<file path="config.mk">
export PLATFORM = sky130hd
export DESIGN_NAME = nibble_pair_packer
export DESIGN_NICKNAME = d
export VERILOG_FILES = /design/src/rtl/nibble_pair_packer.sv
export SDC_FILE = /design/constraint.sdc
export NUM_CORES = 1
export LEC_CHECK = 0
export ABC_CLOCK_PERIOD_IN_PS = 3000
export BUFFER_PORTS_ARGS = -buffer_cell sky130_fd_sc_hd__buf_2
export CORE_ASPECT_RATIO = 0.8
export CORE_MARGIN = 3
export CORE_UTILIZATION = 45
export CTS_CLUSTER_SIZE = 8
export DETAILED_ROUTE_END_ITERATION = 8
export GPL_TIMING_DRIVEN = 0
export PLACE_DENSITY_LB_ADDON = 0.08
export SETUP_SLACK_MARGIN = 0.02
export SLEW_MARGIN = 20
export SYNTH_ARGS = -nofsm -noshare
export SYNTH_HDL_FRONTEND = slang
export SYNTH_SLANG_ARGS = --single-unit
</file>
<file path="constraint.sdc">
create_clock -name clk -period 3 [get_ports clk]
set_input_delay 0.15 -clock clk [delete_from_list [all_inputs] [get_ports clk]]
set_output_delay 0.15 -clock clk [all_outputs]
set_load 0.1 [all_outputs]
</file>
<file path="src/rtl/nibble_pair_packer.sv">
// nibble_pair_packer: packs {hi, lo} nibble pairs into bytes and buffers them
// in a DEPTH-entry FIFO with valid/ready handshakes on both sides. It also
// keeps a running count of accepted pairs and a sticky flag for offers that
// arrived while the buffer was full.
module nibble_pair_packer #(
  parameter int unsigned DEPTH = 4
) (
  input  logic                     clk,
  input  logic                     rst_n,
  input  logic                     in_valid,
  output logic                     in_ready,
  input  logic [3:0]               in_hi,
  input  logic [3:0]               in_lo,
  output logic                     out_valid,
  input  logic                     out_ready,
  output logic [7:0]               out_data,
  output logic [$clog2(DEPTH):0]   count,
  output logic [7:0]               accepted,
  output logic                     drop_seen,
  input  logic                     clr_drop
);

  localparam int unsigned AW = $clog2(DEPTH);
  localparam int unsigned CW = AW + 1;

  logic [7:0]    mem [DEPTH];
  logic [AW-1:0] wr_ptr;
  logic [AW-1:0] rd_ptr;

  logic [AW-1:0] wr_ptr_nxt;
  logic [AW-1:0] rd_ptr_nxt;
  logic [CW-1:0] count_nxt;
  logic [7:0]    accepted_nxt;
  logic          drop_seen_nxt;
  logic          push;
  logic          pop;

  // Handshake status comes from registered state only; no full-with-pop bypass.
  assign in_ready  = (count != CW'(DEPTH));
  assign out_valid = (count != '0);
  assign push      = in_valid & in_ready;
  assign pop       = out_valid & out_ready;

  // Head of the FIFO; forced to zero while empty so unwritten storage never shows.
  assign out_data  = out_valid ? mem[rd_ptr] : 8'h00;

  // Next-state computation for pointers, occupancy, counters and drop flag.
  always_comb begin
    wr_ptr_nxt    = wr_ptr;
    rd_ptr_nxt    = rd_ptr;
    count_nxt     = count;
    accepted_nxt  = accepted;
    drop_seen_nxt = drop_seen;

    if (push) begin
      wr_ptr_nxt   = wr_ptr + AW'(1);
      accepted_nxt = accepted + 8'd1;
    end
    if (pop) begin
      rd_ptr_nxt = rd_ptr + AW'(1);
    end

    unique case ({push, pop})
      2'b10:   count_nxt = count + CW'(1);
      2'b01:   count_nxt = count - CW'(1);
      default: count_nxt = count;
    endcase

    // A new drop outranks a simultaneous clear.
    if (in_valid && !in_ready) begin
      drop_seen_nxt = 1'b1;
    end else if (clr_drop) begin
      drop_seen_nxt = 1'b0;
    end
  end

  // Control state register with asynchronous reset.
  always_ff @(posedge clk or negedge rst_n) begin
    if (!rst_n) begin
      wr_ptr    <= '0;
      rd_ptr    <= '0;
      count     <= '0;
      accepted  <= 8'h00;
      drop_seen <= 1'b0;
    end else begin
      wr_ptr    <= wr_ptr_nxt;
      rd_ptr    <= rd_ptr_nxt;
      count     <= count_nxt;
      accepted  <= accepted_nxt;
      drop_seen <= drop_seen_nxt;
    end
  end

  // Byte storage; contents are qualified by count so it needs no reset.
  always_ff @(posedge clk) begin
    if (push && rst_n) begin
      mem[wr_ptr] <= {in_hi, in_lo};
    end
  end

endmodule

</file>
==> results of run 1 <==
critical path, delay by kind of cell, from the launching register on:
kind / cells / cell delay [ps]
simple gates: 3 / 620
fa+ha+maj: 2 / 570
flops: 1 / 440
buf+inv: 4 / 390
xor+xnor: 2 / 300
how the worst min path moves through the flow:
stage          startpoint                      end  slack, ps  depth (start not counted)
4_1_cts          clr_drop    drop_seen$_DFFE_PN0P_         30                          2
2_1_floorplan       rst_n  accepted[0]$_DFFE_PN0P_       -150                          0
6_report         clr_drop    drop_seen$_DFFE_PN0P_         40                          2
3_5_place_dp        rst_n     count[1]$_DFFE_PN0P_        110                          1
3_3_place_gp        rst_n     count[1]$_DFFE_PN0P_        100                          1
5_1_grt          in_hi[1]      mem[0][5]$_DFFE_PP_         40                          1
routing by layer:
layer | vias to the layer above | track usage, % | wire, um | part of all wire, %
met1 | 547 | 20.5 | 1620 | 47
met4 | 0 | 6.33 | 59 | 1.7
li1 | 527 | - | - | -
met2 | 28 | 20.8 | 1590 | 46
met5 | - | 0 | 0 | 0
met3 | 8 | 3.81 | 193 | 5.6
logic make-up after synthesis:
kind of cell,count (synthesis),synth area share (%)
AND/OR/NAND/NOR,30,9.49
buffers and inverters,12,2.63
adder cells (fa/ha/maj),7,4.65
XOR/XNOR,13,5.57
multiplexers,11,10.8
flip-flops,48,66.6
AO/OA/AOI/OAI,1,0.245
registers in the layout (all words and copies together), names as in the netlist:
name       count
wr_ptr         2
accepted       8
rd_ptr         2
mem           32
drop_seen      1
count          3
final cells by class:
type	instances	share of cell area, %
Multi-Input combinational cell	62	26.1
Clock inverter	3	1.77
Buffer	4	1.04
Tap cell	57	2.96
Timing Repair Buffer	35	7.48
Clock buffer	5	2.86
Inverter	8	1.25
Sequential cell	48	56.6
Yosys cell counts (2+ instances only):
cell type  count  area [sq um]
and2_1        10          62.6
and3_2         4          30.0
clkbuf_1       2          7.51
dfrtp_1       16           400
edfxtp_1      32           961
ha_1           6          75.1
inv_1          7          26.3
mux2_4         2          30.0
mux4_2         8           180
nand2_1        2          7.51
nand3_1        2          10.0
nand4_1        4          25.0
nor2_1         2          7.51
nor3_1         2          10.0
xnor2_1        7          61.3
xor2_1         6          52.6
metrics by stage:
step / instances / setup slack, ps / instance area, sq um / hold WS, ps / util [%]
2_1_floorplan: 122 / 65.4 / 2050 / -146 / -
3_3_place_gp: 213 / 654 / 2290 / 100 / 53.4
3_5_place_dp: 213 / 616 / 2290 / 107 / 53.4
4_1_cts: 222 / 584 / 2410 / 27.5 / 56.2
5_1_grt: 222 / 448 / 2410 / 41.2 / 56.2
6_report: 222 / 601 / 2410 / 36.2 / 56.2
timing repair:
item | 4_1_cts | 5_1_grt
buffers inserted | 0 | 0
hold buffers | 1 | 0
setup endpoints to repair | 0 | 0
hold endpoints to repair | 16 | 0
==> results_dict.tcl, run 1 <==
set metrics [dict create \
    max_stage_delay_ps 440 \
    crit_end "count[2]$_DFFE_PN0P_" \
    drt_iter0_drc 55 \
    groute.usage.overall_pct 14.4 \
    gp_congestion 0.756 \
    synth_edf_count 32 \
    multi_input_area_sq_um 628 \
    cts_resized 0 \
    cts_tree "done" \
    status "finished, final reports clean" \
    crit_type "flip-flop to flip-flop" \
    cts_num_sinks 48 \
    htreeDepth 2 \
    synth.cell_area_sq_mm 0.00204 \
    ff2ff_setup_slack_ps 600 \
    antenna_found_initial 0 \
    path_clk_slew_ps 90 \
    die_area_sq_mm 0.00539 \
    dieHeight_um 66.3 \
    drive_above_1_share_pct 38.2 \
    fmax_mhz 417 \
    seq_area_sq_mm 0.00136 \
    ys.flop_type "edfxtp_1" \
    vias 1110 \
    layout_common_cells "35 x buf_2, 32 x edfxtp_1, 15 x dfrtp_1, 10 x and2_1, 8 x mux4_2" \
    viasPerCell 5.00 \
    fin_worst_skew_ps 10.0 \
    clk_path_buf_depth 2 \
    core.rowCount 21 \
    overflow 0 \
    setup_tns_ps 0 \
    r2r-end "count[2]$_DFFE_PN0P_" \
    grt_pass1_wl_um 5580 \
    r2r_cells 11 \
    nNetsFinal 184 \
    yosys_register_bits 48 \
    dp_hpwl_um 2460 \
    r2r-start "count[1]$_DFFE_PN0P_" \
    io_pins 35 \
    endpoint_kind "flip-flop" \
    slew_violations 0 \
    clock_latency_ps 300 \
    routedWlPerCell_um 15.6 \
    cp_max_fo 8 \
    path_cells "nor3b_4, inv_2, and2_4, buf_6, inv_1, ha_1, inv_1, fa_1, xor2_1, nor2_1, xor2_1" \
    slew_headroom_pct 60.4 \
    worst_pin_slew_ps 593 \
    final_hold_viol_count 0 \
    hold_class "primary input to flip-flop" \
    drc 0 \
    maxCapViolCount 0 \
    chipWidth_um 81.3 \
    ys_warn_count 0 \
    grt_max_degree 21 \
    syn_inst 122 \
    crit_start "count[1]$_DFFE_PN0P_" \
    fin_crit_ps 2400 \
    period_share_pct 80.0 \
    core_area_sq_mm 0.00428 \
    wl_um 3460 \
    synthDistinctLibCells 26 \
    synthArstFlopShare_pct 33.3 \
    area_growth_pct 17.9 \
    setup_viol_count_final 0 \
    ys_seq_area_share_pct 66.6 \
    rsz0062_at_grt "false" \
    io_buffers 34 \
    critPathArrivalTime_ps 2620 \
    numCtsBuffers 5 \
    crit_path_top_delay_cell "dfrtp_1" \
    grt_pass1_vias 1135 \
    nFillCells 366 \
    syn_area_per_cell_sq_um 16.7 \
    dr.pass1.iters 4 \
    postRouteAntennaNets 0 \
    final_common_cell "buf_2" \
    antenna_cells 0 \
    start_util_pct 47.7 \
    cp-start-kind "flip-flop" \
    worstPathRequired_ps 3220 \
    cts_root_buf "clkbuf_8" \
    syn_nets 142 \
]
Power of run 1 is left out: the tool's default activity adds up to more than one toggle a clock period on the data nets, which glitch-free logic cannot reach.
==> inputs of run 2 (changes only) <==
Settings changed: ABC_AREA set to 1, ABC_CLOCK_PERIOD_IN_PS 3000 to 1950.
Clock period 3 ns to 1.95 ns, I/O delays scaled along.
==> results_dict.tcl, run 2 <==
set metrics [dict create \
    status "finished, final reports clean" \
    drive_above_1_share_pct 33.5 \
    antenna_cells 0 \
    htreeDepth 2 \
    max_stage_delay_ps 500 \
    syn_nets 217 \
    syn_area_per_cell_sq_um 10.8 \
    dieHeight_um 67.5 \
    final_common_cell "nor2_1" \
    critPathTopFamily "simple AND/OR/NAND/NOR gates" \
    dp_hpwl_um 2960 \
    yosys_register_bits 48 \
    gp_congestion 0.750 \
    synthSimpleGateAreaFrac_pct 15.3 \
    path_clk_slew_ps 80 \
    path_cells "nor2_4, nand2_8, nand2_8, ha_4, inv_2, fa_2, or2_4, nand2_2, xor2_2" \
    slew_violations 0 \
    final_hold_viol_count 0 \
    layout_common_cells "35 x nor2_1, 32 x edfxtp_1, 27 x buf_2, 27 x nand2_1, 19 x o21ai_0" \
    core_area_sq_mm 0.00436 \
    largest_reg_flops 32 \
    synthArstFlopShare_pct 33.3 \
    fmax_mhz 513 \
    grt_pass1_wl_um 7170 \
    critPathArrivalTime_ps 2170 \
    die_area_sq_mm 0.00560 \
    core.rowCount 21 \
    clk_path_buf_depth 2 \
    setup_ws_ps 1.32 \
    worstPathRequired_ps 2170 \
    synth.most_common_cell "nor2_1" \
    syn_inst 197 \
    cp.buffers_inverters 1 \
    synth_xor_area_share_pct 3.29 \
    area_growth_pct 28.9 \
    preCtsSetupSlack_ps -73.8 \
    ys.flop_type "edfxtp_1" \
    groute.usage.overall_pct 17.0 \
    chipWidth_um 82.9 \
    worst_pin_slew_ps 504 \
    routedWlPerCell_um 14.3 \
    crit_top_cell "nand2_8" \
    setup_viol_count_final 0 \
    layout.cells.non_filler 302 \
    clock_latency_ps 290 \
    grt_max_degree 18 \
    antenna_found_initial 0 \
    netlist_top_cells_count "39 x nor2_1, 32 x edfxtp_1, 31 x nand2_1" \
    dr.pass1.iters 4 \
    vias 1486 \
    synth_edf_count 32 \
    start_util_pct 48.8 \
    fin_worst_skew_ps 2.36 \
    crit_type "flip-flop to flip-flop" \
    synthDistinctLibCells 22 \
    fin_crit_ps 1950 \
    drt_iter0_drc 72 \
    setup_tns_ps 0 \
    maxCapViolCount 0 \
    yosys.area.top_type "edfxtp_1" \
    overflow 0 \
    cp-start-kind "flip-flop" \
    synth-compound-area-share_pct 7.58 \
    period_share_pct 99.9 \
    synthMuxAreaShare_pct 0 \
    yosys-top-cells-area "edfxtp_1 45%, dfrtp_1 19%, nor2_1 6.9%, nand2_1 5.5%, o21ai_0 4.7%" \
    cts_num_sinks 48 \
    synth-adder-area-share_pct 4.47 \
    wl_um 4320 \
    nNetsFinal 264 \
    postRouteAntennaNets 0 \
    ys_warn_count 0 \
    cts_root_buf "clkbuf_8" \
    placedCellCount 288 \
    io_pins 35 \
    synth.cell_area_sq_mm 0.00213 \
    io_buffers 34 \
    synth_top_family_by_area "simple AND/OR/NAND/NOR gates" \
    crit_path_top_delay_cell "dfrtp_4" \
    cp_max_fo 4 \
    slew_headroom_pct 66.4 \
    drc 0 \
    numCtsBuffers 5 \
    cts_tree "done" \
    endpoint_kind "flip-flop" \
    top_register "mem" \
    grt_pass1_vias 1456 \
    hold_class "primary input to flip-flop" \
    ys_seq_area_share_pct 64.0 \
    rsz0062_at_grt "true" \
    synth_top_area_share_pct 45.1 \
    largest_registers "mem: 32 flops, accepted: 8 flops, count: 3 flops" \
    viasPerCell 4.92 \
]
==> run 2: layout make-up <==
| class | instances | area, sq um |
|---|---|---|
| Tap cell | 57 | 71.3 |
| Clock inverter | 2 | 11.3 |
| Fill cell | 354 | 1620 |
| Multi-Input combinational cell | 126 | 828 |
| Buffer | 5 | 46.3 |
| Timing Repair Buffer | 40 | 268 |
| Sequential cell | 48 | 1370 |
| Inverter | 18 | 73.8 |
| Clock buffer | 6 | 72.6 |
==> run 2: logic make-up (layout without fill, tap and decap cells) <==
| group | after synthesis | after routing |
|---|---|---|
| simple gates | 80 | 80 |
| flops | 48 | 48 |
| compound gates | 31 | 31 |
| buf+inv | 23 | 71 |
| xor+xnor | 8 | 8 |
| fa+ha+maj | 7 | 7 |
==> run 2: worst paths after layout <==
check                                         from                      end  slack (ps)  cells after the start
max                           count[0]$_DFFE_PN0P_     count[2]$_DFFE_PN0P_           1                      9
min                                       in_lo[0]      mem[0][0]$_DFFE_PP_          10                      1
max reg2reg                   count[0]$_DFFE_PN0P_     count[2]$_DFFE_PN0P_           1                      9
min reg2reg                accepted[7]$_DFFE_PN0P_  accepted[7]$_DFFE_PN0P_         510                      2
max in group asynchronous                    rst_n     count[0]$_DFFE_PN0P_        1370                      2
min in group asynchronous                    rst_n  accepted[5]$_DFFE_PN0P_         250                      2
==> run 2: worst reg2reg max path, delay by kind of cell, from the launching register on <==
family / cells / cell delay (ps)
XOR/XNOR: 1 / 140
adder cells (fa/ha/maj): 2 / 450
buffers and inverters: 1 / 40
flip-flops: 1 / 500
AND/OR/NAND/NOR: 5 / 760
==> run 2: layer usage <==
metal	GRT usage [%]	wire, um	vias up	part of all wire (%)
met5	0	0	-	0
met4	6.33	35	0	0.81
met3	4.15	273	5	6.3
met2	26.8	2010	38	47
met1	23.1	2000	700	46
li1	-	-	743	-
==> run 2: what timing repair did <==
action	4_1_cts	5_1_grt
pin swaps	2	1
setup buffers	2	2
gates resized for setup	16	8
hold buffers	2	0
hold endpoints to repair	17	0
endpoints found under the setup margin	42	17
==> run 2: per-stage QoR <==
step | hold WS (ps) | util, % | area [sq um]
after CTS | 2.42 | 61.6 | 2690
after global routing | 6.08 | 62.9 | 2740
after global placement | 33.2 | 57.9 | 2520
after detailed placement | 45.6 | 57.9 | 2520
final | 13.0 | 62.9 | 2740
after floorplan | -198 | - | 2280
Power of run 2 is left out for the same reason.
